[src/rtl/ps2_pkg.sv]
// Shared PS/2 definitions: host-transmit FSM encoding, frame length, command bytes.
package ps2_pkg;

   // Host-transmit FSM state encoding
   localparam logic [2:0] IDLE      = 3'd0;
   localparam logic [2:0] INHIBIT   = 3'd1;
   localparam logic [2:0] REQ       = 3'd2;
   localparam logic [2:0] SEND      = 3'd3;
   localparam logic [2:0] ACK       = 3'd4;
   localparam logic [2:0] WAIT_IDLE = 3'd5;
   localparam logic [2:0] ERROR     = 3'd6;

   // Start + 8 data + parity + stop
   localparam int unsigned PS2_FRAME_BITS = 11;

   // Common keyboard commands
   localparam logic [7:0] CMD_SET_LEDS = 8'hED;
   localparam logic [7:0] CMD_RESET    = 8'hFF;

endpackage

[src/rtl/ps2_line_sync.sv]
// Two-flop synchronizer for the PS/2 clock and data lines with a registered
// falling-edge pulse on the clock line. Pin-to-pulse latency is 3 clk cycles.
// Lines idle high, so the flops reset to 1 to avoid a spurious edge.
module ps2_line_sync (
   input  logic clk,
   input  logic rst,
   input  logic ps2_clk_in,
   input  logic ps2_data_in,
   output logic sync_clk,
   output logic sync_data,
   output logic clk_fall
);

   logic clk_meta;
   logic data_meta;
   logic clk_prev;

   // Synchronize both lines and register the clock falling edge
   always_ff @(posedge clk or posedge rst) begin
      if (rst) begin
         clk_meta  <= 1'b1;
         data_meta <= 1'b1;
         sync_clk  <= 1'b1;
         sync_data <= 1'b1;
         clk_prev  <= 1'b1;
         clk_fall  <= 1'b0;
      end else begin
         clk_meta  <= ps2_clk_in;
         data_meta <= ps2_data_in;
         sync_clk  <= clk_meta;
         sync_data <= data_meta;
         clk_prev  <= sync_clk;
         clk_fall  <= clk_prev & ~sync_clk;
      end
   end

endmodule

[src/rtl/ps2_host_tx.sv]
// PS/2 host-to-device transmitter: inhibit, request-to-send, 8 data bits LSB
// first, odd parity, stop, then device ACK check with an overall timeout.
// Optional build macro: PS2_TX_RESEND_EN (one automatic resend on failure).
module ps2_host_tx
   import ps2_pkg::*;
#(
   parameter int unsigned INHIBIT_CYCLES = 5000,
   parameter int unsigned TIMEOUT_CYCLES = 750000
) (
   input  logic       clk,
   input  logic       rst,
   input  logic [7:0] tx_data,
   input  logic       tx_valid,
   output logic       tx_ready,
   input  logic       ps2_clk_in,
   input  logic       ps2_data_in,
   output logic       ps2_clk_drive_low,
   output logic       ps2_data_drive_low,
   output logic       tx_done,
   output logic       tx_error
);

   localparam int unsigned CNT_MAX = (TIMEOUT_CYCLES > INHIBIT_CYCLES) ? TIMEOUT_CYCLES : INHIBIT_CYCLES;
   localparam int unsigned CNT_W   = $clog2(CNT_MAX + 1);
   localparam logic [CNT_W-1:0] INH_LAST = CNT_W'(INHIBIT_CYCLES - 1);
   localparam logic [CNT_W-1:0] TO_LAST  = CNT_W'(TIMEOUT_CYCLES - 1);
   localparam logic [3:0] PARITY_IDX = 4'(PS2_FRAME_BITS - 3);

   logic             sync_clk;
   logic             sync_data;
   logic             clk_fall;

   logic [2:0]       state,    state_d;
   logic [CNT_W-1:0] cnt,      cnt_d;
   logic [3:0]       bit_cnt,  bit_cnt_d;
   logic [7:0]       byte_q,   byte_d;
   logic             parity_q, parity_d;
   logic             clk_dl_d, data_dl_d;
   logic             ready_d, done_d, error_d;
   logic             fail_c;
   logic [CNT_W-1:0] cnt_inc_c;
`ifdef PS2_TX_RESEND_EN
   logic             retry_q, retry_d;
`endif

   ps2_line_sync u_sync (
      .clk         (clk),
      .rst         (rst),
      .ps2_clk_in  (ps2_clk_in),
      .ps2_data_in (ps2_data_in),
      .sync_clk    (sync_clk),
      .sync_data   (sync_data),
      .clk_fall    (clk_fall)
   );

   // Saturating increment for the shared counter
   assign cnt_inc_c = (cnt == '1) ? cnt : cnt + CNT_W'(1);

   // Next-state and next-output logic
   always_comb begin
      state_d   = state;
      cnt_d     = cnt;
      bit_cnt_d = bit_cnt;
      byte_d    = byte_q;
      parity_d  = parity_q;
      clk_dl_d  = ps2_clk_drive_low;
      data_dl_d = ps2_data_drive_low;
      done_d    = 1'b0;
      error_d   = 1'b0;
      fail_c    = 1'b0;
`ifdef PS2_TX_RESEND_EN
      retry_d   = retry_q;
`endif

      case (state)
         IDLE: begin
`ifdef PS2_TX_RESEND_EN
            retry_d = 1'b0;
`endif
            if (tx_valid && tx_ready) begin
               byte_d    = tx_data;
               parity_d  = ~^tx_data;
               state_d   = INHIBIT;
               clk_dl_d  = 1'b1;
               data_dl_d = 1'b0;
               cnt_d     = '0;
               bit_cnt_d = '0;
            end
         end
         INHIBIT: begin
            if (cnt == INH_LAST) begin
               state_d   = REQ;
               data_dl_d = 1'b1;
            end else begin
               cnt_d = cnt_inc_c;
            end
         end
         REQ: begin
            state_d   = SEND;
            clk_dl_d  = 1'b0;
            cnt_d     = '0;
            bit_cnt_d = '0;
         end
         SEND: begin
            cnt_d = cnt_inc_c;
            if (cnt == TO_LAST) begin
               fail_c = 1'b1;
            end else if (clk_fall) begin
               bit_cnt_d = bit_cnt + 4'd1;
               if (bit_cnt < PARITY_IDX) begin
                  data_dl_d = ~byte_q[bit_cnt[2:0]];
               end else if (bit_cnt == PARITY_IDX) begin
                  data_dl_d = ~parity_q;
               end else begin
                  data_dl_d = 1'b0;
                  state_d   = ACK;
               end
            end
         end
         ACK: begin
            cnt_d = cnt_inc_c;
            if (cnt == TO_LAST) begin
               fail_c = 1'b1;
            end else if (clk_fall) begin
               bit_cnt_d = bit_cnt + 4'd1;
               if (!sync_data) begin
                  state_d = WAIT_IDLE;
               end else begin
                  fail_c = 1'b1;
               end
            end
         end
         WAIT_IDLE: begin
            cnt_d = cnt_inc_c;
            if (cnt == TO_LAST) begin
               fail_c = 1'b1;
            end else if (sync_clk && sync_data) begin
               done_d  = 1'b1;
               state_d = IDLE;
            end
         end
         ERROR: begin
            state_d   = IDLE;
            clk_dl_d  = 1'b0;
            data_dl_d = 1'b0;
         end
         default: begin
            state_d   = IDLE;
            clk_dl_d  = 1'b0;
            data_dl_d = 1'b0;
         end
      endcase

      // Failure: NACK or timeout
      if (fail_c) begin
`ifdef PS2_TX_RESEND_EN
         if (!retry_q) begin
            retry_d   = 1'b1;
            state_d   = INHIBIT;
            clk_dl_d  = 1'b1;
            data_dl_d = 1'b0;
            cnt_d     = '0;
            bit_cnt_d = '0;
         end else begin
            state_d   = ERROR;
            clk_dl_d  = 1'b0;
            data_dl_d = 1'b0;
            error_d   = 1'b1;
         end
`else
         state_d   = ERROR;
         clk_dl_d  = 1'b0;
         data_dl_d = 1'b0;
         error_d   = 1'b1;
`endif
      end

      ready_d = (state_d == IDLE);
   end

   // State, datapath and registered outputs
   always_ff @(posedge clk or posedge rst) begin
      if (rst) begin
         state              <= IDLE;
         cnt                <= '0;
         bit_cnt            <= '0;
         byte_q             <= '0;
         parity_q           <= 1'b0;
         ps2_clk_drive_low  <= 1'b0;
         ps2_data_drive_low <= 1'b0;
         tx_ready           <= 1'b1;
         tx_done            <= 1'b0;
         tx_error           <= 1'b0;
`ifdef PS2_TX_RESEND_EN
         retry_q            <= 1'b0;
`endif
      end else begin
         state              <= state_d;
         cnt                <= cnt_d;
         bit_cnt            <= bit_cnt_d;
         byte_q             <= byte_d;
         parity_q           <= parity_d;
         ps2_clk_drive_low  <= clk_dl_d;
         ps2_data_drive_low <= data_dl_d;
         tx_ready           <= ready_d;
         tx_done            <= done_d;
         tx_error           <= error_d;
`ifdef PS2_TX_RESEND_EN
         retry_q            <= retry_d;
`endif
      end
   end

endmodule

[config.mk]
export PLATFORM = sky130hd
export DESIGN_NAME = ps2_host_tx
export DESIGN_NICKNAME = d
export VERILOG_FILES = /design/src/rtl/ps2_pkg.sv /design/src/rtl/ps2_line_sync.sv /design/src/rtl/ps2_host_tx.sv
export SDC_FILE = /design/constraint.sdc
export NUM_CORES = 1
export LEC_CHECK = 0
export ABC_AREA = 1
export BUFFER_PORTS_ARGS = -buffer_cell sky130_fd_sc_hd__buf_2
export CELL_PAD_IN_SITES_DETAIL_PLACEMENT = 1
export CELL_PAD_IN_SITES_GLOBAL_PLACEMENT = 1
export CORE_MARGIN = 2
export CORE_UTILIZATION = 48
export DETAILED_ROUTE_END_ITERATION = 10
export GPL_TIMING_DRIVEN = 1
export HOLD_SLACK_MARGIN = 0.02
export PLACE_DENSITY_LB_ADDON = 0.1
export SYNTH_ARGS = -nofsm -noshare
export SYNTH_HDL_FRONTEND = slang
export SYNTH_SLANG_ARGS = --single-unit
[constraint.sdc]
create_clock -name clk -period 4.7 [get_ports clk]
set_clock_uncertainty 0.05 [all_clocks]
set_input_delay 0.705 -clock clk [delete_from_list [all_inputs] [get_ports clk]]
set_output_delay 0.705 -clock clk [all_outputs]
set_load 0.005 [all_outputs]
==> Word level (Yosys, flattened, before mapping) <==
Index checks and enable logic that the tools add are counted.
{ "totals": {"ff_bits": 47, "in_bits": 13, "out_inout_bits": 5, "word_cells": 103} }
{ "op_classes": {"n_addsub": 2, "order_cmp": 2, "n_eq_ne": 19, "n_mux": 43, "n_bitwise": 4, "n_reduce_logical": 17} }
{ "op_table": {"columns": ["operator", "count"], "rows": [
  ["case mux 20 bit (4 select lines)", 1],
  ["2-to-1 mux 20 bit", 3],
  ["== test 20 bit (second input constant)", 2],
  ["2-to-1 mux 3 bit", 12],
  ["adder 20 x 1 -> 20 bit (second input constant)", 1],
  ["== test 20 x 13 -> 1 bit (second input constant)", 1],
  ["2-to-1 mux 1 bit", 18],
  ["case mux 3 bit (6 select lines)", 1],
  ["2-to-1 mux 4 bit", 3],
  ["case mux 4 bit (3 select lines)", 1],
  ["!= test 3 bit (second input constant)", 3],
  ["XNOR reduction 8 bit", 1],
  ["== test 3 x 2 -> 1 bit (second input constant)", 2],
  ["== test 3 bit (second input constant)", 2],
  ["logical NOT 3 bit", 2],
  ["!= test 2 x 1 -> 1 bit (second input constant)", 3],
  ["!= test 2 bit (second input constant)", 3],
  ["OR reduction 3 bit", 2],
  ["AND reduction 5 bit", 1],
  ["adder 4 x 1 -> 4 bit (second input constant)", 1],
  ["== test 4 bit (second input constant)", 1],
  ["less-than comparator 3 x 4 -> 1 bit (second input constant)", 1],
  ["less-than comparator 4 bit (second input constant)", 1],
  ["case mux 1 bit (2 select lines)", 2],
  ["other kinds (14)", 19]
]} }

==> Longest topological paths before layout <==
{ "logic_depth": {"depth_word": 8, "ltp_mapped": 11, "mapped_depth_nobuf": 11} }

==> Hierarchy <==
From an unflattened synthesis, not the netlist that was laid out.
{ "unflattened": {"hier_cells": 362, "hier_area_um2": 2847.7} }
{ "modules_own_cells": {"columns": ["module", "n_inst", "cells_each", "area_each_um2", "seq_area_each_um2"], "rows": [
  ["ps2_host_tx", 1, 353, 2677.6, 1027.2],
  ["ps2_line_sync", 1, 9, 170.2, 156.4]
]} }

==> Worst setup path before layout <==
Ideal clock, no wire load.
{ "synth_timing": {"path_type": "reg2reg", "from": "reg cnt[0]", "to": "reg cnt[11]", "setup_ps": 116, "t_arrival_ps": 1491, "required_ps": 4534, "slack_ps": 3043, "path_stages_with_launch": 12, "path_buffers": 1, "synth_period_minus_slack_ps": 1657, "cell_sequence": "dfrtp_1 -> ha_1 -> nand3_1 -> inv_1 -> nand2_2 -> nor3_2 -> nand3_1 -> nand2_2 -> inv_2 -> buf_6 -> nand2_1 -> nand2_1"} }
{ "synth_via": {"elab_chain_len": 4, "elab_cells_between_ends": 8, "cone_classes": "1 x add/sub; 3 x eq/ne; 3 x mux; 1 x reduce/logical"} }
{ "synth_lines": {"columns": ["element", "line", "rtl"], "rows": [
  ["from (decl)", "ps2_host_tx.sv:34", "logic [CNT_W-1:0] cnt, cnt_d;"],
  ["from (signal assigned)", "ps2_host_tx.sv:199", "cnt <= cnt_d;"],
  ["adder 20 x 1 -> 20 bit / == test 20 bit (equally long branches)", "ps2_host_tx.sv:57", "assign cnt_inc_c = (cnt == '1) ? cnt : cnt + CNT_W'(1);"],
  ["2-to-1 mux 20 bit", "ps2_host_tx.sv:57", null],
  ["2-to-1 mux 20 bit", "ps2_host_tx.sv:91", "if (cnt == INH_LAST) begin"],
  ["case mux 20 bit (4 select lines)", "ps2_host_tx.sv:75", "case (state)"]
]} }
Parallel ways exist; a longest one is shown, timed or not. The select of a mux whose other input is x is not followed.
A chain may end at the register's enable or synchronous reset.

==> Final worst setup path <==
{ "layout_timing": {"from": "reg state[2]", "to": "reg cnt[8]"} }
{ "layout_via": {"elab_chain_len": 4, "elab_cells_between_ends": 12, "cone_classes": "7 x eq/ne; 1 x mux; 4 x reduce/logical"} }
{ "layout_lines": {"columns": ["element", "line", "rtl"], "rows": [
  ["from (decl)", "ps2_host_tx.sv:33", "logic [2:0] state, state_d;"],
  ["from (signal assigned)", "ps2_host_tx.sv:198", "state <= state_d;"],
  ["== test 3 bit / == test 3 x 2 -> 1 bit (equally long branches)", "ps2_host_tx.sv:75", null],
  ["OR reduction 3 bit (no source line)", null, null],
  ["nonzero test 4 bit (no source line)", null, null],
  ["AND reduction 3 bit (no source line)", null, null]
]} }
Parallel ways exist; a longest one is shown, timed or not.

==> metrics.cfg <==
[status]
outcome=complete, no violations

[floorplanning]
die_x_um=80.1
rows=27
core_area_um2=5540
initial_utilization_pct=50.1
boundaryPins=18
dieArea_um2=6410
fp.dieH_um=80.1

[critical_path]
r2r_slack_ps=2340
cp-end-kind=flop
path_cells=nor2_1 -> inv_1 -> nand2_1 -> inv_1 -> nand3_1 -> nand2_2 -> inv_2 -> nand2_1 -> o21ai_2
crit_path_top_delay_cell=dfrtp_1
r2r-start=state[2]
cp.required_ps=4890
arrival_ps=2550
slowest_delay_ps=430
crit_family=simple AND/OR/NAND/NOR gates
startpoint_type=flop
worstSetupPathType=reg2reg
reg2reg_to=cnt[8]
ff2ff_path_depth=9
cp_num_buf_inv=3
cp_max_fo=21

[pwr]
p_leak_nw=1.45
ir_worst_vdd_v=0.000236
power_density_nw_per_um2=391

[final_layout]
utilization_pct=54.3
layout.nets=399
syn_to_final_growth_pct=8.33
final_cells=456
n_antenna_cell=0
drive_above_1_share_pct=16.7
finalInstanceArea_um2=3010

[cts]
cts-root-buf=clkbuf_8
numCtsBuffers=5
clkTransAtPathRegs_ps=100
cts_setup_buffers=0
cts_tree=yes
clk_latency_ps=310
cts.repair.resized=0
h-tree-depth=2
hold_buffers=0
cts_buffer_depth=2
cts_sinks=47

[sta]
relSlewSlack_pct=34.0
worst_pin_slew_ps=988
setup_viol=0
min_period_ps=2360
rsz0062_at_grt=no
drv_slew=0
hold_viol_final=0
tns_ps=0
fin_crit_sh_pct=50.1
max_freq_mhz=424

[routing]
routed_wl_um=6980
vias=2434
dr_wl_met3_um=240
ant_nets=0
firstDrtPassIters=4
wl_met1_um=3500
viasPerCell=5.34
drc=0
routedWlPerCell_um=15.3
drt-initial-drc-count=117
routed.top_layer=met4
wl_met2_um=3180

[placed_design]
place_area_um2=2910
place_inst=448
dp_hpwl_um=5320
gp_congestion=0.875
io_buffers=17

[global_routing]
track_usage_pct=24.1
grt_max_degree=48
grt_pass1_vias=2445
grt_first_pass_wirelength_um=11800
antenna_found_initial=0
grt_overflow=0

[min_path]
hold_depth=0
min_from=u_sync.data_meta
hold-path-endpoint=u_sync.sync_data
hp-class=reg2reg

[synth]
yosys_warnings=0
synth_area_um2=2780
netlist_instances=365
synth-seq-area-share_pct=42.6
synthesis.nets=381
syn_area_per_cell_um2=7.61
ys_ff_latch=47
synth_cell_types=34

[job]
drv_cap=0

## layout make-up
cell class	instances	area [um2]
multi-input combinational	270	1400
clock buffer	6	82.6
inverter	42	158
timing repair buffer	17	85.1
tap	72	90.1
clock inverter	2	13.8
fill	754	2530
sequential	47	1180
## per-layer routing
layer	track usage (%)	vias up
met1	34.8	1188
met4	5.25	0
li1	-	1204
met2	37.9	37
met3	4.27	5
met5	0	-
## synthesized netlist by cell type, drive strengths merged
library cell  count  area (um2)
nor2             45         176
dfrtp            41        1030
dfstp             6         158
o22ai             2        18.8
xnor2             9        78.8
nor3             13        75.1
clkbuf            1        3.75
a21oi             3        18.8
ha                3        37.5
nand4             5        31.3
nand2           106         408
nand3b            2        15.0
or2               5        31.3
o211ai            1        7.51
nand3            33         170
o21ai            23         138
xor2             10        87.6
mux2              8        90.1
inv              42         158
buf               5        36.3
a31oi             1        6.26
and2              1        6.26
## worst register-to-register path, delay by kind of cell, from the launching register on
family | cells | cell delay (ps)
AO/OA/AOI/OAI | 1 | 70
flip-flops | 1 | 430
AND/OR/NAND/NOR | 5 | 1010
buffers and inverters | 3 | 720
## power breakdown
part	internal [mW]	leakage (nW)	total [mW]	switching, mW
Sequential	0.499	0.601	0.594	0.0953
Combinational	0.129	0.794	0.313	0.184
Clock	0.121	0.0516	0.270	0.149
## sequential cells by signal, summed over array words and instances (netlist names), 3 cells and up
register / cells
bit_cnt: 4
byte_q: 8
cnt: 20
state: 3
## logic make-up (layout without fill, tap and decap cells)
| kind of cell | after synthesis | in the layout | share of synthesized area [%] |
|---|---|---|---|
| flops | 47 | 47 | 42.6 |
| fa+ha+maj | 3 | 3 | 1.35 |
| compound gates | 30 | 30 | 6.80 |
| buf+inv | 48 | 67 | 7.12 |
| xor+xnor | 19 | 19 | 5.99 |
| simple gates | 210 | 210 | 32.9 |
| mux | 8 | 8 | 3.24 |
## how the worst max path moves through the flow
stage	from	to	slack, ps	cells after the start
2_1_floorplan	rst	bit_cnt[0]	2840	1
6_report	state[2]	cnt[8]	2340	9
5_1_grt	state[2]	cnt[8]	2150	9
4_1_cts	state[2]	cnt[8]	2340	9
3_3_place_gp	state[2]	cnt[7]	2510	9
3_5_place_dp	state[2]	cnt[8]	2350	9
## per-stage QoR
stage | total power, mW | setup slack [ps] | hold slack [ps]
after global routing | 1.26 | 2150 | 314
after CTS | 1.19 | 2340 | 312
after floorplan | 0.820 | 2840 | 295
after detailed placement | 0.918 | 2350 | 298
after global placement | 0.897 | 2510 | 295
final | 1.18 | 2340 | 312
## layout by cell type, fill, tap and decap left out, drive strengths merged, types with 2 or more instances in the layout
cell    count
a21oi       3
buf        17
clkbuf      6
dfrtp      41
dfstp       6
ha          3
inv        43
mux2        8
nand2     106
nand3      33
nand3b      2
nand4       5
nor2       45
nor3       13
o21ai      23
o22ai       2
or2         5
xnor2       9
xor2       10
Power figures use the tool's default switching activity.
